`src/rtl/pipes.sv`:
```
// Shared execute-stage types: M-extension op encodings and the decode control bits
// that steer operations to the multiply/divide unit.
package pipes;

    typedef enum logic [2:0] {
        MDU_MUL    = 3'd0,
        MDU_MULH   = 3'd1,
        MDU_MULHSU = 3'd2,
        MDU_MULHU  = 3'd3,
        MDU_DIV    = 3'd4,
        MDU_DIVU   = 3'd5,
        MDU_REM    = 3'd6,
        MDU_REMU   = 3'd7
    } mdu_op_t;

    // aluext doubles as the 32-bit word flag when mdu_en is set
    typedef struct packed {
        logic    aluext;
        logic    mdu_en;
        mdu_op_t mdu_op;
    } decode_ctrl_t;

    function automatic logic mdu_is_div(input mdu_op_t op);
        return op[2];
    endfunction

    function automatic logic mdu_is_mulh(input mdu_op_t op);
        return (op == MDU_MULH) || (op == MDU_MULHSU) || (op == MDU_MULHU);
    endfunction

    function automatic logic mdu_is_rem(input mdu_op_t op);
        return (op == MDU_REM) || (op == MDU_REMU);
    endfunction

endpackage

```
`src/rtl/execute_mdu_if.sv`:
```
// Issue/result handshake between the execute stage and the iterative multiply/divide unit.
interface execute_mdu_if #(
    parameter int WIDTH = 64
) ();

    logic             in_valid;
    logic             in_ready;
    pipes::mdu_op_t   op;
    logic             word;
    logic [WIDTH-1:0] src1;
    logic [WIDTH-1:0] src2;
    logic             flush;
    logic             out_valid;
    logic             out_ready;
    logic [WIDTH-1:0] result;
    logic             busy;

    modport master (
        output in_valid, op, word, src1, src2, flush, out_ready,
        input  in_ready, out_valid, result, busy
    );

    modport slave (
        input  in_valid, op, word, src1, src2, flush, out_ready,
        output in_ready, out_valid, result, busy
    );

endinterface

```
`src/rtl/mdu_divstep.sv`:
```
// One restoring-division step: shift the next dividend bit into the partial remainder
// and subtract the divisor when it fits.
module mdu_divstep #(
    parameter int WIDTH = 64
) (
    input  logic [WIDTH-1:0] rem_in,
    input  logic             bit_in,
    input  logic [WIDTH-1:0] divisor,
    output logic [WIDTH-1:0] rem_out,
    output logic             q_bit
);

    logic [WIDTH:0] trial;
    logic [WIDTH:0] diff;

    // rem_in < divisor keeps trial below 2*divisor, so a clear borrow means diff fits WIDTH bits
    always_comb begin
        trial   = {rem_in, bit_in};
        diff    = trial - {1'b0, divisor};
        q_bit   = ~diff[WIDTH];
        rem_out = q_bit ? diff[WIDTH-1:0] : trial[WIDTH-1:0];
    end

endmodule

```
`src/rtl/execute_mdu.sv`:
```
// Iterative RV64M multiply/divide unit: shift-add multiply and restoring divide on operand
// magnitudes, UNROLL result bits per cycle, sign fix-up and word sign-extension at the end.
module execute_mdu import pipes::*; #(
    parameter int WIDTH  = 64,
    parameter int UNROLL = 1
) (
    input logic          clk,
    input logic          resetn,
    execute_mdu_if.slave mdu
);

    localparam int CW = $clog2(WIDTH);
    localparam logic [1:0] S_IDLE = 2'd0;
    localparam logic [1:0] S_CALC = 2'd1;
    localparam logic [1:0] S_DONE = 2'd2;
    localparam logic [CW-1:0] CNT_FULL = CW'(WIDTH / UNROLL - 1);
    localparam logic [CW-1:0] CNT_WORD = CW'(32 / UNROLL - 1);
    localparam logic [WIDTH-1:0] MIN_FULL = {1'b1, {(WIDTH-1){1'b0}}};
    localparam logic [WIDTH-1:0] MIN_WORD = {{(WIDTH-31){1'b1}}, 31'd0};

    function automatic logic [WIDTH-1:0] ext32(input logic [31:0] v, input logic sgn);
        logic [WIDTH-1:0] r;
        r       = {WIDTH{sgn & v[31]}};
        r[31:0] = v;
        return r;
    endfunction

    function automatic logic [WIDTH-1:0] fix_word(input logic [WIDTH-1:0] v, input logic w);
        return w ? ext32(v[31:0], 1'b1) : v;
    endfunction

    logic [1:0]         state;
    logic [CW-1:0]      cnt;
    mdu_op_t            op_q;
    logic               word_q;
    logic               neg_q;
    logic               neg_r;
    logic [WIDTH-1:0]   opa_q;
    logic [WIDTH-1:0]   shf_q;
    logic [2*WIDTH-1:0] acc_q;
    logic [WIDTH-1:0]   result_q;

    logic             is_div;
    logic             is_rem;
    logic             word_eff;
    logic             a_signed;
    logic             b_signed;
    logic             a_neg;
    logic             b_neg;
    logic [WIDTH-1:0] a_ext;
    logic [WIDTH-1:0] b_ext;
    logic [WIDTH-1:0] a_mag;
    logic [WIDTH-1:0] b_mag;
    logic [WIDTH-1:0] first_mag;
    logic             div_zero;
    logic             div_ovf;
    logic [WIDTH-1:0] special_res;

    // Operand conditioning: word forms narrow to 32 bits, MULH* always run full width.
    // For division the multiplier slot holds the dividend and the multiplicand slot the divisor.
    always_comb begin
        is_div    = mdu_is_div(mdu.op);
        is_rem    = mdu_is_rem(mdu.op);
        word_eff  = mdu.word & ~mdu_is_mulh(mdu.op);
        a_signed  = mdu.op inside {MDU_MUL, MDU_MULH, MDU_MULHSU, MDU_DIV, MDU_REM};
        b_signed  = mdu.op inside {MDU_MUL, MDU_MULH, MDU_DIV, MDU_REM};
        a_ext     = word_eff ? ext32(mdu.src1[31:0], a_signed) : mdu.src1;
        b_ext     = word_eff ? ext32(mdu.src2[31:0], b_signed) : mdu.src2;
        a_neg     = a_signed & a_ext[WIDTH-1];
        b_neg     = b_signed & b_ext[WIDTH-1];
        a_mag     = a_neg ? -a_ext : a_ext;
        b_mag     = b_neg ? -b_ext : b_ext;
        first_mag = is_div ? a_mag : b_mag;
        div_zero  = is_div & (b_ext == '0);
        div_ovf   = is_div & ~mdu.op[0] & (b_ext == '1)
                  & (a_ext == (word_eff ? MIN_WORD : MIN_FULL));
        if (div_zero) special_res = is_rem ? a_ext : '1;
        else          special_res = is_rem ? '0 : a_ext;
        special_res = fix_word(special_res, word_eff);
    end

    // UNROLL chained iterations; each stage is either a shift-add or a restoring step
    for (genvar i = 0; i < UNROLL; i++) begin : g_step
        logic [2*WIDTH-1:0] acc_i;
        logic [2*WIDTH-1:0] acc_o;
        logic [WIDTH-1:0]   shf_i;
        logic [WIDTH-1:0]   shf_o;
        logic [WIDTH-1:0]   rem_nx;
        logic               q_bit;

        if (i == 0) begin : g_first
            assign acc_i = acc_q;
            assign shf_i = shf_q;
        end else begin : g_next
            assign acc_i = g_step[i-1].acc_o;
            assign shf_i = g_step[i-1].shf_o;
        end

        mdu_divstep #(.WIDTH(WIDTH)) u_divstep (
            .rem_in  (acc_i[WIDTH-1:0]),
            .bit_in  (shf_i[WIDTH-1]),
            .divisor (opa_q),
            .rem_out (rem_nx),
            .q_bit   (q_bit)
        );

        always_comb begin
            if (op_q[2]) begin
                acc_o = {{WIDTH{1'b0}}, rem_nx};
                shf_o = {shf_i[WIDTH-2:0], q_bit};
            end else begin
                acc_o = {acc_i[2*WIDTH-2:0], 1'b0}
                      + (shf_i[WIDTH-1] ? {{WIDTH{1'b0}}, opa_q} : {(2*WIDTH){1'b0}});
                shf_o = {shf_i[WIDTH-2:0], 1'b0};
            end
        end
    end

    logic [2*WIDTH-1:0] acc_f;
    logic [WIDTH-1:0]   shf_f;
    logic [2*WIDTH-1:0] prod;
    logic [WIDTH-1:0]   quo;
    logic [WIDTH-1:0]   rem;
    logic [WIDTH-1:0]   final_res;

    // Sign fix-up of the value produced by the last iteration of the final CALC cycle
    always_comb begin
        acc_f = g_step[UNROLL-1].acc_o;
        shf_f = g_step[UNROLL-1].shf_o;
        prod  = neg_q ? -acc_f : acc_f;
        quo   = neg_q ? -shf_f : shf_f;
        rem   = neg_r ? -acc_f[WIDTH-1:0] : acc_f[WIDTH-1:0];
        case (op_q)
            MDU_MUL:                        final_res = prod[WIDTH-1:0];
            MDU_MULH, MDU_MULHSU, MDU_MULHU: final_res = prod[2*WIDTH-1:WIDTH];
            MDU_DIV, MDU_DIVU:              final_res = quo;
            default:                        final_res = rem;
        endcase
        final_res = fix_word(final_res, word_q);
    end

    always_ff @(posedge clk or negedge resetn) begin
        if (!resetn) begin
            state    <= S_IDLE;
            cnt      <= '0;
            op_q     <= MDU_MUL;
            word_q   <= 1'b0;
            neg_q    <= 1'b0;
            neg_r    <= 1'b0;
            opa_q    <= '0;
            shf_q    <= '0;
            acc_q    <= '0;
            result_q <= '0;
        end else if (mdu.flush) begin
            state <= S_IDLE;
        end else begin
            case (state)
                S_IDLE: begin
                    if (mdu.in_valid) begin
                        op_q   <= mdu.op;
                        word_q <= word_eff;
                        neg_q  <= a_neg ^ b_neg;
                        neg_r  <= a_neg;
                        if (div_zero || div_ovf) begin
                            result_q <= special_res;
                            state    <= S_DONE;
                        end else begin
                            opa_q <= is_div ? b_mag : a_mag;
                            shf_q <= word_eff ? (first_mag << (WIDTH - 32)) : first_mag;
                            acc_q <= '0;
                            cnt   <= word_eff ? CNT_WORD : CNT_FULL;
                            state <= S_CALC;
                        end
                    end
                end
                S_CALC: begin
                    acc_q <= acc_f;
                    shf_q <= shf_f;
                    cnt   <= cnt - CW'(1);
                    if (cnt == '0) begin
                        result_q <= final_res;
                        state    <= S_DONE;
                    end
                end
                S_DONE: begin
                    if (mdu.out_ready) state <= S_IDLE;
                end
                default: state <= S_IDLE;
            endcase
        end
    end

    assign mdu.in_ready  = (state == S_IDLE);
    assign mdu.out_valid = (state == S_DONE);
    assign mdu.busy      = (state != S_IDLE);
    assign mdu.result    = result_q;

endmodule

```
`src/flat_wrapper.sv`:
```
// flat-port wrapper written by rule: the top's interface ports become plain ports
module execute_mdu_flat import pipes::*;
#(
    parameter int WIDTH  = 64,
    parameter int UNROLL = 1
)
  (clk, resetn, mdu_in_valid, mdu_op, mdu_word, mdu_src1, mdu_src2, mdu_flush, mdu_out_ready, mdu_in_ready, mdu_out_valid, mdu_result, mdu_busy);
  execute_mdu_if #(.WIDTH(WIDTH)) mdu_i ();
  input logic clk;
  input logic resetn;
  input wire logic [$bits(mdu_i.in_valid)-1:0] mdu_in_valid;
  input wire logic [$bits(mdu_i.op)-1:0] mdu_op;
  input wire logic [$bits(mdu_i.word)-1:0] mdu_word;
  input wire logic [$bits(mdu_i.src1)-1:0] mdu_src1;
  input wire logic [$bits(mdu_i.src2)-1:0] mdu_src2;
  input wire logic [$bits(mdu_i.flush)-1:0] mdu_flush;
  input wire logic [$bits(mdu_i.out_ready)-1:0] mdu_out_ready;
  output wire logic [$bits(mdu_i.in_ready)-1:0] mdu_in_ready;
  output wire logic [$bits(mdu_i.out_valid)-1:0] mdu_out_valid;
  output wire logic [$bits(mdu_i.result)-1:0] mdu_result;
  output wire logic [$bits(mdu_i.busy)-1:0] mdu_busy;
  assign mdu_i.in_valid = mdu_in_valid;
  assign mdu_i.op = mdu_op;
  assign mdu_i.word = mdu_word;
  assign mdu_i.src1 = mdu_src1;
  assign mdu_i.src2 = mdu_src2;
  assign mdu_i.flush = mdu_flush;
  assign mdu_i.out_ready = mdu_out_ready;
  assign mdu_in_ready = mdu_i.in_ready;
  assign mdu_out_valid = mdu_i.out_valid;
  assign mdu_result = mdu_i.result;
  assign mdu_busy = mdu_i.busy;
  execute_mdu #(.WIDTH(WIDTH), .UNROLL(UNROLL)) u_core (.clk(clk), .resetn(resetn), .mdu(mdu_i));
endmodule
```
`config.mk`:
```
export PLATFORM = sky130hd
export DESIGN_NAME = execute_mdu_flat
export DESIGN_NICKNAME = d
export VERILOG_FILES = /design/src/rtl/pipes.sv /design/src/rtl/execute_mdu_if.sv /design/src/rtl/mdu_divstep.sv /design/src/rtl/execute_mdu.sv /design/src/flat_wrapper.sv
export SDC_FILE = /design/constraint.sdc
export NUM_CORES = 2
export LEC_CHECK = 0
export CORE_UTILIZATION = 40
export CTS_BUF_LIST = sky130_fd_sc_hd__clkbuf_16
export DETAILED_ROUTE_END_ITERATION = 10
export GPL_TIMING_DRIVEN = 0
export HOLD_SLACK_MARGIN = 0.06
export PLACE_DENSITY_LB_ADDON = 0.08
export SYNTH_ARGS = -nofsm -noshare
export SYNTH_HDL_FRONTEND = slang
export SYNTH_HIERARCHICAL = 1
export SYNTH_SLANG_ARGS = --single-unit
```
`constraint.sdc`:
```
create_clock -name clk -period 15.4 [get_ports clk]
set_clock_uncertainty 0.05 [all_clocks]
set_input_delay 3.08 -clock clk [delete_from_list [all_inputs] [get_ports clk]]
set_output_delay 3.08 -clock clk [all_outputs]
set_load 0.1 [all_outputs]
```
==> qor.txt <==
Outcome: complete, but fails checks
Failing checks: capacitance limit, slew limit
Final Cycle Share: 0.721
Yosys reg bits: 333
# IOs: 204
R2R depth: 19
Die ar.: 105000 um^2
CP Class: flop to flop
Fill cells: 10700
Cts repair resizes: 0
Hold Crit Depth: 2
GPL Wtd Cong: 1.13
Peak VDD IR: 0.173 mV
Die Wd: 324 um
TritonCTS clock tree: yes
Grt total ovfl: 0
CP max stage cell: a311oi_1
Max-slew violations: 50
Post-synthesis sequential area ratio: 0.201
Unique cell type count in the Yosys netlist: 129
Largest net degree at the start of global routing: 109
IO Port Bufs: 195
Detailed-route DRC error count: 0
FF-to-FF End: u_core/mdu.result[47]
Reg-to-reg slack, setup: 4.29 ns
Maximum clock frequency: 0.0900 GHz
FP Rows: 117
CTS Sinks: 333
Die Span Y: 324 um
Post-synth net total: 6223
Max-Cap Viols: 11
Most used cell, CP: nor2_1
Leak: 18.3 nW
Setup violators final: 0
Storage cell area: 8330 um^2
WP buf/inv: 3
First-pass GRT wire length: 384000 um
Worst setup path endpoint: u_core/mdu.result[47]
Layout Cells excl Fill: 7624
Final Cell Area: 47100 um^2
Vias in the first global route: 49200
Fin crit period: 11.11 ns
Worst rel slew slack: -0.125
Post-cts hold buffer count: 0
Area grow syn2layout: 13.4%
Cells along the critical path: clkbuf_1, clkbuf_1, and2_1, ha_1, buf_2, nand4_1, nor2_1, nand2_1, nor2_1, o21ai_1, a311oi_1, mux2i_1, nand4_1, nor2_1, nand3_1, nor4_1, nor3_1, o31ai_1, a21oi_1
Final hold vios: 0
Syn. warnings: 6
Area occupied by multi-input gates: 31100 um^2
Drt wl/cell: 37.0 um
CTS max path bufs: 3
Total track usage: 0.522
RSZ-0062 raised after global routing: false
Critical path's top delay family: simple AND/OR/NAND/NOR gates
Antenna-violating nets left: 0
CP startpoint kind: flop
Pre-antenna DRT Iters: 10
Critical Path AT: 11.53 ns
Mapped Cells: 5950
Layout cells sized above 1: 0.0555
Setup Fix Bufs, Post-CTS: 0
CTS Buf Count: 45
Final net count: 6485
Worst-margin pin slew: 1.68 ns
Top_reg_cell synth: dfrtp_1
Setup crit start: u_core/g_step[0].shf_i[63]
Post-DP Area: 45500 um^2
Clk_lat worst skew: 0.67 ns
Dpl cells: 7531
Starting DRT DRC Count: 7994
Syn avg cell area: 6.98 um^2
Area leader, netlist: dfrtp_1
Root cell of the clock tree: clkbuf_16
Post-synth top area share: 0.201
Via count: 53900
Power per cell area: 191 nW/um^2
WP depth: 19
Post-synth EDFFs: 0
# H-tree levels: 2
Initial Util: 0.406
Crit-path max cell delay: 1.40 ns
Synth async-reset ratio: 1.00
Core area: 102000 um^2
Mapped cell area: 41500 um^2
Worst-path fanout max: 10
Dpl hpwl: 230000 um
Required time of the critical path: 15.82 ns
Initial antenna violation count: 19
Hold Crit Class: flop to flop
Vias/cell: 7.07
Area contributors post-synth: dfrtp_1 (20%), nand2_1 (7.3%), a21oi_1 (6.8%)
Worst r2r src: u_core/g_step[0].shf_i[63]
Worst-path clk slew: 0.07 ns
Worst setup EP type: flop
WL final: 282000 um
[cells by family after synthesis]
group / Yosys count / share of synthesized area
buffers and inverters: 534 / 0.0523
XOR/XNOR: 370 / 0.0785
AO/OA/AOI/OAI: 2089 / 0.323
adder cells (fa/ha/maj): 136 / 0.0414
AND/OR/NAND/NOR: 2407 / 0.284
multiplexers: 81 / 0.0202
flip-flops: 333 / 0.201
[placed cells by master, fill, tap and decap left out, types with 39 or more instances in the layout]
| master | count |
|---|---|
| o21a_1 | 44 |
| a21oi_1 | 563 |
| nand2_1 | 806 |
| a31oi_1 | 54 |
| a221oi_1 | 52 |
| o31ai_1 | 95 |
| a211oi_1 | 41 |
| nor2_1 | 531 |
| nand4_1 | 157 |
| xnor2_1 | 206 |
| a21o_1 | 77 |
| inv_1 | 136 |
| or3_1 | 78 |
| clkdlybuf4s50_1 | 194 |
| o211ai_1 | 39 |
| a22oi_1 | 52 |
| ha_1 | 134 |
| dfrtp_1 | 333 |
| or4_1 | 44 |
| o21ai_1 | 97 |
| and3_1 | 49 |
| nor2b_1 | 54 |
| nor4_1 | 77 |
| nor3_1 | 144 |
| clkbuf_1 | 276 |
| nand3_1 | 141 |
| and2_1 | 111 |
| mux2i_1 | 62 |
| o21ai_0 | 555 |
| buf_2 | 76 |
| xor2_1 | 163 |
| clkbuf_16 | 45 |
| nand2b_1 | 39 |
| a22o_1 | 58 |
[worst min-delay path: cells and delay by family (launching register included)]
family	cells	cell delay, ns
simple gates	1	0.05
compound gates	1	0.05
flops	1	0.34
[cell type report]
| class | instances | share of cell area |
|---|---|---|
| antenna | 8 | 0.000425 |
| buffer | 402 | 0.0356 |
| clock buffer | 45 | 0.0239 |
| clock inverter | 38 | 0.00854 |
| inverter | 132 | 0.0105 |
| multi-input combinational | 5083 | 0.661 |
| sequential | 333 | 0.177 |
| tap | 1368 | 0.0364 |
| timing repair buffer | 215 | 0.0467 |
[flip-flops by register name (all words and copies together) (netlist names), 2 cells and up]
name	flops
u_core/acc_q	127
u_core/cnt	6
u_core/g_step.shf_i	64
u_core/mdu.result	64
u_core/op_q	3
u_core/opa_q	64
u_core/state	2
[synth_stat cells, types with 58 or more instances]
| master | number |
|---|---|
| a21o_1 | 77 |
| a21oi_1 | 563 |
| a22o_1 | 58 |
| and2_1 | 111 |
| buf_2 | 75 |
| clkbuf_1 | 277 |
| dfrtp_1 | 333 |
| ha_1 | 134 |
| inv_1 | 128 |
| mux2i_1 | 63 |
| nand2_1 | 806 |
| nand3_1 | 141 |
| nand4_1 | 157 |
| nor2_1 | 532 |
| nor3_1 | 145 |
| nor4_1 | 81 |
| o21ai_0 | 560 |
| o21ai_1 | 92 |
| o31ai_1 | 99 |
| or3_1 | 78 |
| xnor2_1 | 206 |
| xor2_1 | 163 |
[through the flow]
stage	TNS [ns]	worst slack [ns]	hold WS, ns	power [W]	util
finish	0	4.29	0.425	0.00899	0.460
global route	0	4.54	0.454	0.00918	0.460
CTS	0	5.35	0.429	0.00854	0.459
detailed placement	0	5.01	0.417	0.00738	0.444
global placement	-1483.90	-4.54	0.412	0.00731	0.441
floorplan	0	8.68	0.403	0.00491	-
[layer usage]
metal / track usage / vias to the layer above / share of wire
li1: - / 22600 / -
met1: 0.609 / 25800 / 0.36
met3: 0.180 / 1225 / 0.13
met5: 0 / - / 0.00019
met4: 0.466 / 8 / 0.11
met2: 0.753 / 4265 / 0.40
[worst min-delay path by stage]
stage / from / endpoint / slack (ns)
3_5_place_dp: u_core/mdu.result[21] / u_core/mdu.result[21] / 0.42
2_1_floorplan: u_core/opa_q[63] / u_core/opa_q[63] / 0.40
6_report: u_core/mdu.result[21] / u_core/mdu.result[21] / 0.42
4_1_cts: u_core/mdu.result[21] / u_core/mdu.result[21] / 0.43
3_3_place_gp: u_core/mdu.result[4] / u_core/mdu.result[4] / 0.41
5_1_grt: u_core/mdu.result[15] / u_core/mdu.result[15] / 0.45
[report_power, final]
group	internal (W)	switching (W)
clock network	0.000641	0.000480
logic	0.00182	0.00460
registers	0.00106	0.000384
(Power assumes the default switching activity.)
